File: src/rtl/uart_receiver_ctrl.sv
// UART receive sequencer for a 16x oversampled line: qualifies the start bit,
// strobes the voting and receive shift registers, and flags frame completion.
module uart_receiver_ctrl (
  input  logic       pclk,
  input  logic       presetn,
  input  logic       baud_tick,
  input  logic       rx_enable,
  input  logic       rx_raw,
  input  logic       rx_data,
  input  logic [1:0] wls,
  input  logic       pen,
  input  logic       all_zero,
  output logic       voting_shift_en,
  output logic       receive_shift_en,
  output logic       error_check,
  output logic       rx_done,
  output logic       break_detect,
  output logic       rx_busy
);

  // state | meaning
  // IDLE  | line idle, waiting for rx_raw low while enabled
  // START | start bit: checked at sample 10, then wait for sample wrap
  // DATA  | data/parity/stop bits shifted at sample 10 of each bit
  // CHECK | single cycle: frame complete, qualify errors
  typedef enum logic [1:0] {
    IDLE  = 2'd0,
    START = 2'd1,
    DATA  = 2'd2,
    CHECK = 2'd3
  } state_t;

  state_t     state;
  logic [3:0] sample_cnt;
  logic [3:0] bit_cnt;
  logic [1:0] wls_lat;
  logic       pen_lat;
  logic [3:0] frame_len;
  logic       in_frame;
  logic       vote_window;
  logic       mid_bit;

  // start bit is not shifted, so the frame is data + parity + stop
  assign frame_len   = 4'd6 + {2'b00, wls_lat} + {3'b000, pen_lat};
  assign in_frame    = (state == START) || (state == DATA);
  assign vote_window = (sample_cnt >= 4'd7) && (sample_cnt <= 4'd9);
  assign mid_bit     = baud_tick && (sample_cnt == 4'd10);

  always_ff @(posedge pclk or negedge presetn) begin
    if (!presetn) begin
      state      <= IDLE;
      sample_cnt <= 4'd0;
      bit_cnt    <= 4'd0;
      wls_lat    <= 2'd0;
      pen_lat    <= 1'b0;
    end else begin
      case (state)
        IDLE: begin
          sample_cnt <= 4'd0;
          bit_cnt    <= 4'd0;
          if (rx_enable && !rx_raw) begin
            state   <= START;
            wls_lat <= wls;
            pen_lat <= pen;
          end
        end
        START: begin
          if (!rx_enable) begin
            state      <= IDLE;
            sample_cnt <= 4'd0;
          end else if (baud_tick) begin
            if ((sample_cnt == 4'd10) && rx_data) begin
              state      <= IDLE;
              sample_cnt <= 4'd0;
            end else begin
              sample_cnt <= sample_cnt + 4'd1;
              if (sample_cnt == 4'd15) begin
                state   <= DATA;
                bit_cnt <= 4'd0;
              end
            end
          end
        end
        DATA: begin
          if (!rx_enable) begin
            state      <= IDLE;
            sample_cnt <= 4'd0;
          end else if (baud_tick) begin
            sample_cnt <= sample_cnt + 4'd1;
            if (sample_cnt == 4'd10) begin
              bit_cnt <= bit_cnt + 4'd1;
              // leave as soon as the stop bit is sampled, not at its end
              if ((bit_cnt + 4'd1) == frame_len) state <= CHECK;
            end
          end
        end
        CHECK: begin
          state      <= IDLE;
          sample_cnt <= 4'd0;
        end
        default: begin
          state      <= IDLE;
          sample_cnt <= 4'd0;
        end
      endcase
    end
  end

  assign voting_shift_en  = baud_tick && in_frame && vote_window;
  assign receive_shift_en = mid_bit && (state == DATA);
  assign error_check      = (state == CHECK);
  assign rx_done          = (state == CHECK);
  assign break_detect     = rx_done && all_zero;
  assign rx_busy          = (state != IDLE);

endmodule

File: config.mk
export PLATFORM = sky130hd
export DESIGN_NAME = uart_receiver_ctrl
export DESIGN_NICKNAME = d
export VERILOG_FILES = /design/src/rtl/uart_receiver_ctrl.sv
export SDC_FILE = /design/constraint.sdc
export NUM_CORES = 1
export LEC_CHECK = 0
export BUFFER_PORTS_ARGS = -buffer_cell sky130_fd_sc_hd__buf_2
export CAP_MARGIN = 20
export CORE_MARGIN = 2
export CORE_UTILIZATION = 48
export DETAILED_ROUTE_END_ITERATION = 8
export HOLD_SLACK_MARGIN = 0.03
export PLACE_DENSITY_LB_ADDON = 0.12
export SLEW_MARGIN = 0
export SYNTH_ARGS = -nofsm -noshare
export SYNTH_HDL_FRONTEND = slang
export SYNTH_SLANG_ARGS = --single-unit
export TNS_END_PERCENT = 30
File: constraint.sdc
create_clock -name pclk -period 6.8 [get_ports pclk]
set_clock_uncertainty 0.2 [all_clocks]
set_input_delay 1.36 -clock pclk [delete_from_list [all_inputs] [get_ports pclk]]
set_output_delay 1.36 -clock pclk [all_outputs]
set_load 0.1 [all_outputs]
* Yosys cells after proc, flatten, opt, wreduce, memory -nomap -nowiden *
Index checks and enable logic that the tools add are counted.
Widths: inputs -> output; s select.

storage, ports and cells
  output and inout bits = 6
  register bits after elaboration = 13
  input bits = 10

operators by class
  mux-type cells = 24
  reductions and logical operators = 18
  magnitude comparators = 2
  eq/ne operators = 19
  add/sub/neg operators = 4

operators with widths
  kind                 number
  $mux 4               12
  $pmux 4 s3           2
  $mux 2               9
  $ne 2x2->1 const B   6
  $add 4x1->4 const B  2
  $eq 4x4->1 const B   2
  $logic_and 1x1->1    8
  $pmux 2 s4           1
  $reduce_and 8->1     1
  $ne 3x2->1 const B   2
  $ne 3x3->1 const B   2
  $reduce_and 6->1     1
  $add 3x2->4 const A  1
  $add 4x1->4          1
  $eq 2x2->1 const B   2
  $eq 4x4->1           1
  $ge 4x3->1 const B   1
  $le 4x4->1 const B   1
  $ne 2x1->1 const B   2
  $ne 4x2->1 const B   1
  $reduce_and 2->1     2
  $reduce_bool 3->1    1
  $eq 2x1->1 const B   1
  $logic_not 2->1      1
  other kinds (4)      4

* Longest topological paths before layout *
Gate-level depths: netlist of the first run.

  depth in word-level cells = 8
  depth in mapped cells = 8
  depth with buffers taken out = 8

* Worst setup path before layout of the first run *
Ideal clock, no wire load.

  path kind = input -> output
  from = input port baud_tick
  to = output port voting_shift_en
  arrival = 2.134 ns
  setup slack = 3.106 ns
  stages on the path = 1
  cell sequence = and3_1

between the ends
  longest elaborated chain between the ends = 2

ends and longest elaborated chain
  element                         line  RTL
  from (decl)                     6     input logic baud_tick,
  $logic_and 1x1->1 (2 in a row)  109   assign voting_shift_en = baud_tick && in_frame && vote_window;
  to (decl)                       13    output logic voting_shift_en,

No other way between the ends.

* Final worst setup path of the first run *
Ends and elaborated chain as after synthesis.

==> impl_metrics.ini, run 1 <==
[outcome]
status = completed

[routing]
wl_um = 1960
drtIter0Drc = 21
first_pass_iters = 4
ant_nets = 0
vias_per_cell = 5.52
via_count = 833
wl_per_cell_um = 13.0
drc = 0

[grt]
grt_max_degree = 14
antenna_found_initial = 0
overflow = 0
grt_first_pass_wirelength_um = 3300
grtUsageTotal_pct = 18.0
grt_pass1_vias = 735

[floorplan]
die_x_um = 49.1
core_um2 = 1940
rows = 16
initial_core_util_pct = 50.3
die-area_um2 = 2410
top_level_ports = 16
die_height_um = 49.1

[placed_design]
dp_hpwl_um = 1520
place_congestion = 0.776
io_buffers = 15

[synth]
syn_inst = 107
ys_seq_area_share_pct = 33.3
yosys.area_share.adder_pct = 15.4
synth_mux_area_share_pct = 4.49
synth_simple_gate_area_share_pct = 25.6
synth_area_um2 = 976
synth_top_family_by_area = simple AND/OR/NAND/NOR gates
ys_warn_count = 0
synth.distinct_cells = 34
avgSynthCellArea_um2 = 9.12
synth_xor_area_share_pct = 1.79
synth_nets = 129
synth_compound_area_share_pct = 14.7
ys_seq_elements = 13

[cts]
cts_tree = yes
cts_inserted_buffers = 3
htreeDepth = 1
cts_resized = 0
clk_latency_ns = 0.28
cts.sinks = 13
root_buffer = clkbuf_4
path_clk_slew_ns = 0.08
clockBufferDepth = 2
cts_hold_buf = 0
post-cts-setup-buffer-count = 0

[critical_path]
reg2reg_depth = 7
cp_max_fo = 5
r2r_slack_ns = 4.30
worstSetupEndpointType = output pin
crit_start = baud_tick
critical_path_class = in2out
cp-start-kind = input pin
cp-endpoint = voting_shift_en
rr_endpoint = state[1]$_DFFE_PN0P_
required_ns = 5.24
r2r_start = state[0]$_DFFE_PN0P_
cp.arrival_ns = 2.04

[sta]
max_freq_mhz = 278
setup_tns_ns = 0
rsz0062_at_grt = no
tightestPinTransition_ns = 0.750
slew_headroom_pct = 49.9
slew_viol_final = 0
period_needed_ns = 3.60
fin_crit_sh_pct = 52.9
hold_viol = 0
setup_violations = 0

[power_and_ir_drop]
finalPower_uw = 388
peakVddDrop_mv = 0.230
p_per_area_nw_per_um2 = 354
power.leakage_nw = 0.519

[layout]
antenna_cells = 0
fillers = 197
areaGrowthSynthToFinish_pct = 12.3
drive_gt1_share_pct = 21.0
final_nets = 147

[flow_run]
maxCapViolCount = 0

[min_path]
hold_path.class = reg2reg
worst min-delay path by stage:
stage          cells after the start              startpoint  slack, ns                     end
3_5_place_dp                       1  wls_lat[1]$_DFFE_PN0P_       0.30  wls_lat[1]$_DFFE_PN0P_
4_1_cts                            1  wls_lat[1]$_DFFE_PN0P_       0.32  wls_lat[1]$_DFFE_PN0P_
6_report                           1  wls_lat[1]$_DFFE_PN0P_       0.31  wls_lat[1]$_DFFE_PN0P_
3_3_place_gp                       1  wls_lat[1]$_DFFE_PN0P_       0.29  wls_lat[1]$_DFFE_PN0P_
2_1_floorplan                      1  wls_lat[1]$_DFFE_PN0P_       0.28  wls_lat[1]$_DFFE_PN0P_
5_1_grt                            1  wls_lat[1]$_DFFE_PN0P_       0.34  wls_lat[1]$_DFFE_PN0P_
cells in the mapped netlist, drive strengths merged:
library cell,n,area share (%)
a21o,1,0.77
nor3,2,1.0
and3b,2,1.9
nand4b,1,0.90
nand3b,1,0.77
nand2b,4,2.6
a221oi,1,0.90
o211ai,3,2.3
or2,2,1.3
a32oi,1,0.90
and2,1,0.64
mux2i,1,1.0
mux2,3,3.5
a21boi,1,0.77
nand4bb,1,1.2
xnor2,2,1.8
inv,8,3.1
a221o,1,1.0
and3,3,1.9
buf,2,1.5
nor2b,1,0.64
o21ai,10,5.1
nor2,2,0.77
or4b,1,1.0
a21oi,1,0.51
dfrtp,13,33
nand3,8,4.1
o31ai,2,1.5
nor3b,2,1.5
ha,12,15
or3,1,0.77
nand2,12,4.6
a31o,1,0.90
registers in the layout, summed over array words and instances, names as in the netlist:
signal,flops
wls_lat,2
pen_lat,1
sample_cnt,4
bit_cnt,4
state,2
layer usage:
metal / share of wire, % / global-route usage, %
met5: 0 / 0
met3: 3.4 / 2.15
met4: 2.0 / 10.0
met1: 48 / 24.1
met2: 47 / 27.9
placed cells by master, fill, tap and decap left out, drive strengths merged, types with 2 or more instances in the layout:
cell	count
nand2	12
ha	12
nand3	8
o21ai	10
xnor2	2
buf	15
inv	8
mux2	3
or2	2
clkbuf	4
and3	3
nand2b	4
and3b	2
nor2	2
o211ai	3
dfrtp	13
nor3b	2
nor3	2
o31ai	2
cells by family (layout without fill, tap and decap cells):
family / count (synthesis) / in the layout
buffers and inverters: 10 / 27
AND/OR/NAND/NOR: 44 / 44
flip-flops: 13 / 13
adder cells (fa/ha/maj): 12 / 12
multiplexers: 4 / 4
AO/OA/AOI/OAI: 22 / 22
XOR/XNOR: 2 / 2
where the power goes:
part           leakage [nW]  switching [mW]  internal (mW)
clock network        0.0150          0.0262         0.0227
registers             0.171          0.0245         0.0992
logic                 0.333           0.136         0.0792
critical path, cell delays in order:
cell and delay [ns]:
buf_2 0.11, and3_1 0.15, buf_2 0.42
cell type report:
cell class                      count  area (um^2)  share of cell area (%)
Tap cell                           27         33.8                    3.08
Inverter                            8         30.0                    2.74
Multi-Input combinational cell     84          606                    55.3
Clock buffer                        4         26.3                    2.40
Sequential cell                    13          325                    29.7
Timing Repair Buffer               15         75.1                    6.85
stage by stage:
stage / std cells / hold WS [ns] / instance area, um^2 / util (%) / setup slack [ns]
3_5_place_dp: 147 / 0.304 / 1070 / 55.1 / 3.21
4_1_cts: 151 / 0.321 / 1100 / 56.4 / 3.20
2_1_floorplan: 107 / 0.279 / 976 / - / 3.11
6_report: 151 / 0.311 / 1100 / 56.4 / 3.20
3_3_place_gp: 147 / 0.290 / 1070 / 55.1 / 3.22
5_1_grt: 151 / 0.340 / 1100 / 56.4 / 3.16
Power figures use the tool's default switching activity.
==> run 2, diff against run 1 <==
--- a/config.mk
+++ b/config.mk
@@ -5,6 +5,7 @@
 export SDC_FILE = /design/constraint.sdc
 export NUM_CORES = 1
 export LEC_CHECK = 0
+export ABC_AREA = 1
 export BUFFER_PORTS_ARGS = -buffer_cell sky130_fd_sc_hd__buf_2
 export CAP_MARGIN = 20
 export CORE_MARGIN = 2
==> constraint.sdc (replaced) <==
create_clock -name pclk -period 3 [get_ports pclk]
set_clock_uncertainty 0.2 [all_clocks]
set_input_delay 0.6 -clock pclk [delete_from_list [all_inputs] [get_ports pclk]]
set_output_delay 0.6 -clock pclk [all_outputs]
set_load 0.1 [all_outputs]
==> run 2 against run 1 <==
- hold slack improved by 0.0096 ns
- sequential share of layout area decreased by 2.5 points
- first-iteration DRC count decreased by 52%
- global-route usage about the same
- area after synthesis increased by 9.7%
- synthesized cell count increased by 23%
- count of clock-buffer cells in the layout unchanged
- critical path depth increased by 2
- critical path type is now reg2out
==> impl_metrics.ini, run 2 <==
[floorplan]
die_height_um = 51.2
top_level_ports = 16
initial_core_util_pct = 49.4
rows = 17
core_um2 = 2170
die_x_um = 51.2
die-area_um2 = 2630

[synth]
ys_async_sr_fraction_pct = 100
synth_ff_type = dfrtp_1
yosysMostFrequentCell = nand2_1
netlist_top_cells_area = dfrtp_1 (30%), ha_1 (14%), nand2_1 (11%)
synth.distinct_cells = 28
synth_area_um2 = 1070
syn_inst = 132
ys_warn_count = 0
synth_area_leader_cell = dfrtp_1
ys_top_cells_by_count = nand2_1 (30), inv_1 (15), dfrtp_1 (13)
yosysTopAreaCellShare_pct = 30.4
ys_seq_area_share_pct = 30.4
synth_nets = 154
avgSynthCellArea_um2 = 8.11
ys_seq_elements = 13
synth-edff-count = 0

[sta]
setup_violations = 0
hold-worst-slack_ns = 0.321
fin_crit_sh_pct = 87.2
rsz0062_at_grt = no
hold_viol = 0
slew_headroom_pct = 67.8
setup_tns_ns = 0
slew_viol_final = 0
max_freq_mhz = 382
tightestPinTransition_ns = 0.486
period_needed_ns = 2.62

[layout]
multi_input_area_um2 = 652
final_common_cell = nand2_1
final_cells = 178
antenna_cells = 0
fillers = 213
top_regs = bit_cnt: 4 flops, sample_cnt: 4 flops
areaGrowthSynthToFinish_pct = 11.9
final_nets = 173
regArea_um2 = 325
layout_common_cells = nand2_1 (30), inv_1 (15), buf_2 (15), dfrtp_1 (13), ha_1 (12)
drive_gt1_share_pct = 28.7

[cts]
cts.sinks = 13
cts_inserted_buffers = 3
post-cts-setup-buffer-count = 0
cts_tree = yes
clk_latency_ns = 0.27
clockBufferDepth = 2
root_buffer = clkbuf_4
htreeDepth = 1
path_clk_slew_ns = 0.08

[outcome]
status = completed

[min_path]
worstHoldStart = pen_lat$_DFFE_PN0P_
min_path_cells = 1
hold_end = pen_lat$_DFFE_PN0P_
hold_path.class = reg2reg

[routing]
drc = 0
vias_per_cell = 4.98
wl_met3_um = 34
wl_met2_um = 913
first_pass_iters = 4
wl_um = 1910
highest_layer = met4
via_count = 887
drtIter0Drc = 10
wl_per_cell_um = 10.7
ant_nets = 0
m1WireLength_um = 952

[critical_path]
cp_max_fo = 7
critical_path_class = reg2out
reg2reg_depth = 8
rr_endpoint = state[0]$_DFFE_PN0P_
r2r_start = state[0]$_DFFE_PN0P_
cp.arrival_ns = 1.82
worstSetupEndpointType = output pin
r2r_slack_ns = 1.12
cp-start-kind = register
required_ns = 2.20

[flow_run]
maxCapViolCount = 0

[power_and_ir_drop]
power.leakage_nw = 0.615
clkPwrFrac_pct = 10.0
internal-power_uw = 521
comb_power_share_pct = 64.0
finalPower_mw = 1.08
peakVddDrop_mv = 0.797
seqPwrFrac_pct = 26.0
switchingPower_uw = 556
swShare_pct = 51.6
p_per_area_nw_per_um2 = 898

[placed_design]
place_congestion = 0.866
dp_cells = 173
dp_hpwl_um = 1600
io_buffers = 15

[grt]
grt_first_pass_wirelength_um = 3410
antenna_found_initial = 0
overflow = 0
grt_pass1_vias = 808
grt_max_degree = 14
grtUsageTotal_pct = 17.9
[run 2: final cells by class]
cell class | instances | area share, %
inverters | 20 | 6.26
flip-flops and latches | 13 | 27.1
repair buffers | 16 | 7.10
clock buffers | 4 | 2.19
multi-input cells | 97 | 54.4
well taps | 28 | 2.92
[run 2: per-stage QoR]
step	setup WS [ns]	util (%)	instance area, um^2
finish	0.383	55.2	1200
global route	0.280	55.2	1200
CTS	0.375	55.2	1200
detailed placement	0.699	53.6	1160
global placement	0.724	53.6	1160
floorplan	0.127	-	1070
[run 2: cells by family after synthesis]
| group | synth area share (%) |
|---|---|
| adders and majority gates | 14.0 |
| muxes | 2.80 |
| AOI/OAI and AO/OA | 10.3 |
| and+or+nand+nor | 31.3 |
| DFF | 30.4 |
| buffers and inverters | 8.76 |
| xor gates and xnor gates | 2.45 |
[run 2: layer usage]
metal / vias up / track usage [%]
met3: 2 / 3.80
li1: 464 / -
met1: 413 / 22.7
met2: 8 / 29.0
met5: - / 0
met4: 0 / 8.77
[run 2: worst max-delay path by stage]
stage / cells after the start / endpoint / from
floorplan: 5 / receive_shift_en / state[0]$_DFFE_PN0P_
global placement: 5 / receive_shift_en / state[0]$_DFFE_PN0P_
detailed placement: 5 / receive_shift_en / state[0]$_DFFE_PN0P_
CTS: 5 / receive_shift_en / state[0]$_DFFE_PN0P_
global route: 5 / receive_shift_en / state[0]$_DFFE_PN0P_
finish: 5 / receive_shift_en / state[0]$_DFFE_PN0P_
[run 2: what timing repair did]
item,4_1_cts,5_1_grt
hold endpoints to repair,13,0
resized for setup,0,0
hold buffers,1,0
[run 2: power groups by stage]
stage                     Sequential (mW)  Combinational, mW  Clock, mW
after floorplan                     0.271              0.610          0
after global placement              0.280              0.689          0
after detailed placement            0.284              0.694          0
after CTS                           0.280              0.697      0.115
after global routing                0.292              0.768      0.121
final                               0.280              0.689      0.108
[run 2: worst max-delay path, cell delays in order, from the launching register on]
cell and delay (ns):
dfrtp_1 0.43, inv_1 0.10, ha_1 0.36, nand2_1 0.09, nor2_1 0.12, buf_2 0.43
==> run 3, diff against run 2 <==
--- a/config.mk
+++ b/config.mk
@@ -13,6 +13,7 @@
 export DETAILED_ROUTE_END_ITERATION = 8
 export HOLD_SLACK_MARGIN = 0.03
 export PLACE_DENSITY_LB_ADDON = 0.12
+export RECOVER_POWER = 100
 export SLEW_MARGIN = 0
 export SYNTH_ARGS = -nofsm -noshare
 export SYNTH_HDL_FRONTEND = slang
==> run 3 against run 2 <==
- combinational power is 6.5% lower
- clock power about the same
- critical path type unchanged
- first-iteration DRC count did not move
- fmax down 0.53%
- critical endpoint unchanged
- sequential share of layout area grew 0.70 points
- design area shrank 2.5%
- hold slack got worse by 0.018 ns
- highest routed layer unchanged
- total power is 4.2% lower
- critical path depth unchanged
- die area unchanged
- routed wire length up 1.4%
- largest cell class unchanged
- count of clock-buffer cells in the layout unchanged
==> impl_metrics.ini, run 3 (same netlist as run 2, synthesis figures left out) <==
[placed_design]
place_congestion = 0.866
dpl-instance-area_um2 = 1160
io_buffers = 15
dp_hpwl_um = 1600

[cts]
htreeDepth = 1
post-cts-setup-buffer-count = 0
cts_tree = yes
cts_resized = 0
cts_inserted_buffers = 3
clockBufferDepth = 2
cts.sinks = 13
path_clk_slew_ns = 0.08
cts_hold_buf = 1
clk_latency_ns = 0.27
root_buffer = clkbuf_4

[grt]
grtUsageTotal_pct = 17.9
grt_max_degree = 14
grt_first_pass_wirelength_um = 3410
antenna_found_initial = 0
grt_pass1_vias = 808
overflow = 0

[critical_path]
slowest_delay_ns = 0.47
cp.arrival_ns = 1.83
crit_chain = inv_1, ha_1, nand2_1, nor2_1, clkbuf_2
required_ns = 2.20
worstSetupEndpointType = output pin
worst_path_max_delay_cell = clkbuf_2
cp_max_fo = 7
path_buf_inv = 2
cp-start-kind = register
critical_path.top_delay_family = buffers and inverters
critical_path_class = reg2out

[outcome]
status = completed

[flow_run]
maxCapViolCount = 0

[min_path]
hold_path.class = reg2reg

[layout]
fillers = 219
final_common_cell = nand2_1
post-route-util_pct = 53.9
antenna_cells = 0
areaGrowthSynthToFinish_pct = 9.11
final_area_um2 = 1170
final_nets = 173
layout_common_cells = nand2_1 (33), inv_1 (17), dfrtp_1 (13), ha_1 (12), nand3_1 (10)
top_regs = bit_cnt: 4 flops, sample_cnt: 4 flops
drive_gt1_share_pct = 20.7

[power_and_ir_drop]
finalPower_mw = 1.03
power.leakage_nw = 0.591
p_per_area_nw_per_um2 = 883
peakVddDrop_mv = 0.784

[sta]
hold_viol = 0
setup_violations = 0
max_freq_mhz = 380
setup_tns_ns = 0
period_needed_ns = 2.63
fin_crit_sh_pct = 87.7
slew_headroom_pct = 23.1
slew_viol_final = 0
tightestPinTransition_ns = 1.16
rsz0062_at_grt = no

[floorplan]
die_x_um = 51.2
initial_core_util_pct = 49.4
core_um2 = 2170
die-area_um2 = 2630
die_height_um = 51.2
top_level_ports = 16
rows = 17

[routing]
wl_per_cell_um = 10.9
drc = 0
wl_um = 1940
ant_nets = 0
first_pass_iters = 4
drtIter0Drc = 10
vias_per_cell = 4.99
via_count = 888
## run 3: cell type report
class                      instances  area [um^2]  area share (%)
multi-input combinational         97          626            53.5
clock buffer                       4         26.3            2.25
inverter                          20         75.1            6.42
sequential                        13          325            27.8
tap                               28         35.0            3.00
timing repair buffer              16         81.3            6.96
## run 3: report_power, final
| part | internal, mW | leakage, nW | switching (mW) | total (mW) |
|---|---|---|---|---|
| Sequential | 0.229 | 0.170 | 0.0501 | 0.279 |
| Clock | 0.0515 | 0.0150 | 0.0571 | 0.109 |
| Combinational | 0.214 | 0.406 | 0.431 | 0.644 |
## run 3: worst reg2reg max path: stages (launching register included)
cell,delay [ns]
dfrtp_1,0.43
inv_1,0.09
ha_1,0.30
nand2_1,0.15
inv_1,0.09
nand2_1,0.13
o211ai_4,0.09
nor2_1,0.22
nand2_2,0.08
nand2_1,0.06
nand2_1,0.05
## run 3: worst paths after layout
check	from	to	slack (ns)	cells after the start
setup / recovery	state[0]$_DFFE_PN0P_	receive_shift_en	0.37	5
hold reg to reg	pen_lat$_DFFE_PN0P_	pen_lat$_DFFE_PN0P_	0.30	1
max in group asynchronous	presetn	bit_cnt[2]$_DFFE_PN0P_	1.44	2
setup reg to reg	state[0]$_DFFE_PN0P_	state[0]$_DFFE_PN0P_	1.02	10
hold / removal	pen_lat$_DFFE_PN0P_	pen_lat$_DFFE_PN0P_	0.30	1
min in group asynchronous	presetn	sample_cnt[0]$_DFFE_PN0P_	0.69	2
## run 3: per-layer routing
metal	vias up	share of wire [%]	GRT usage, %
met5	-	0	0
met4	0	0.52	8.77
met3	2	2.1	3.80
met2	10	47	29.0
met1	413	51	22.7
li1	463	-	-
## run 3: stage by stage
stage / instances / setup slack, ns / hold WS [ns]
global route: 178 / 0.260 / 0.333
global placement: 173 / 0.724 / 0.298
floorplan: 132 / 0.127 / 0.104
CTS: 178 / 0.375 / 0.329
finish: 178 / 0.369 / 0.303
detailed placement: 173 / 0.699 / 0.307
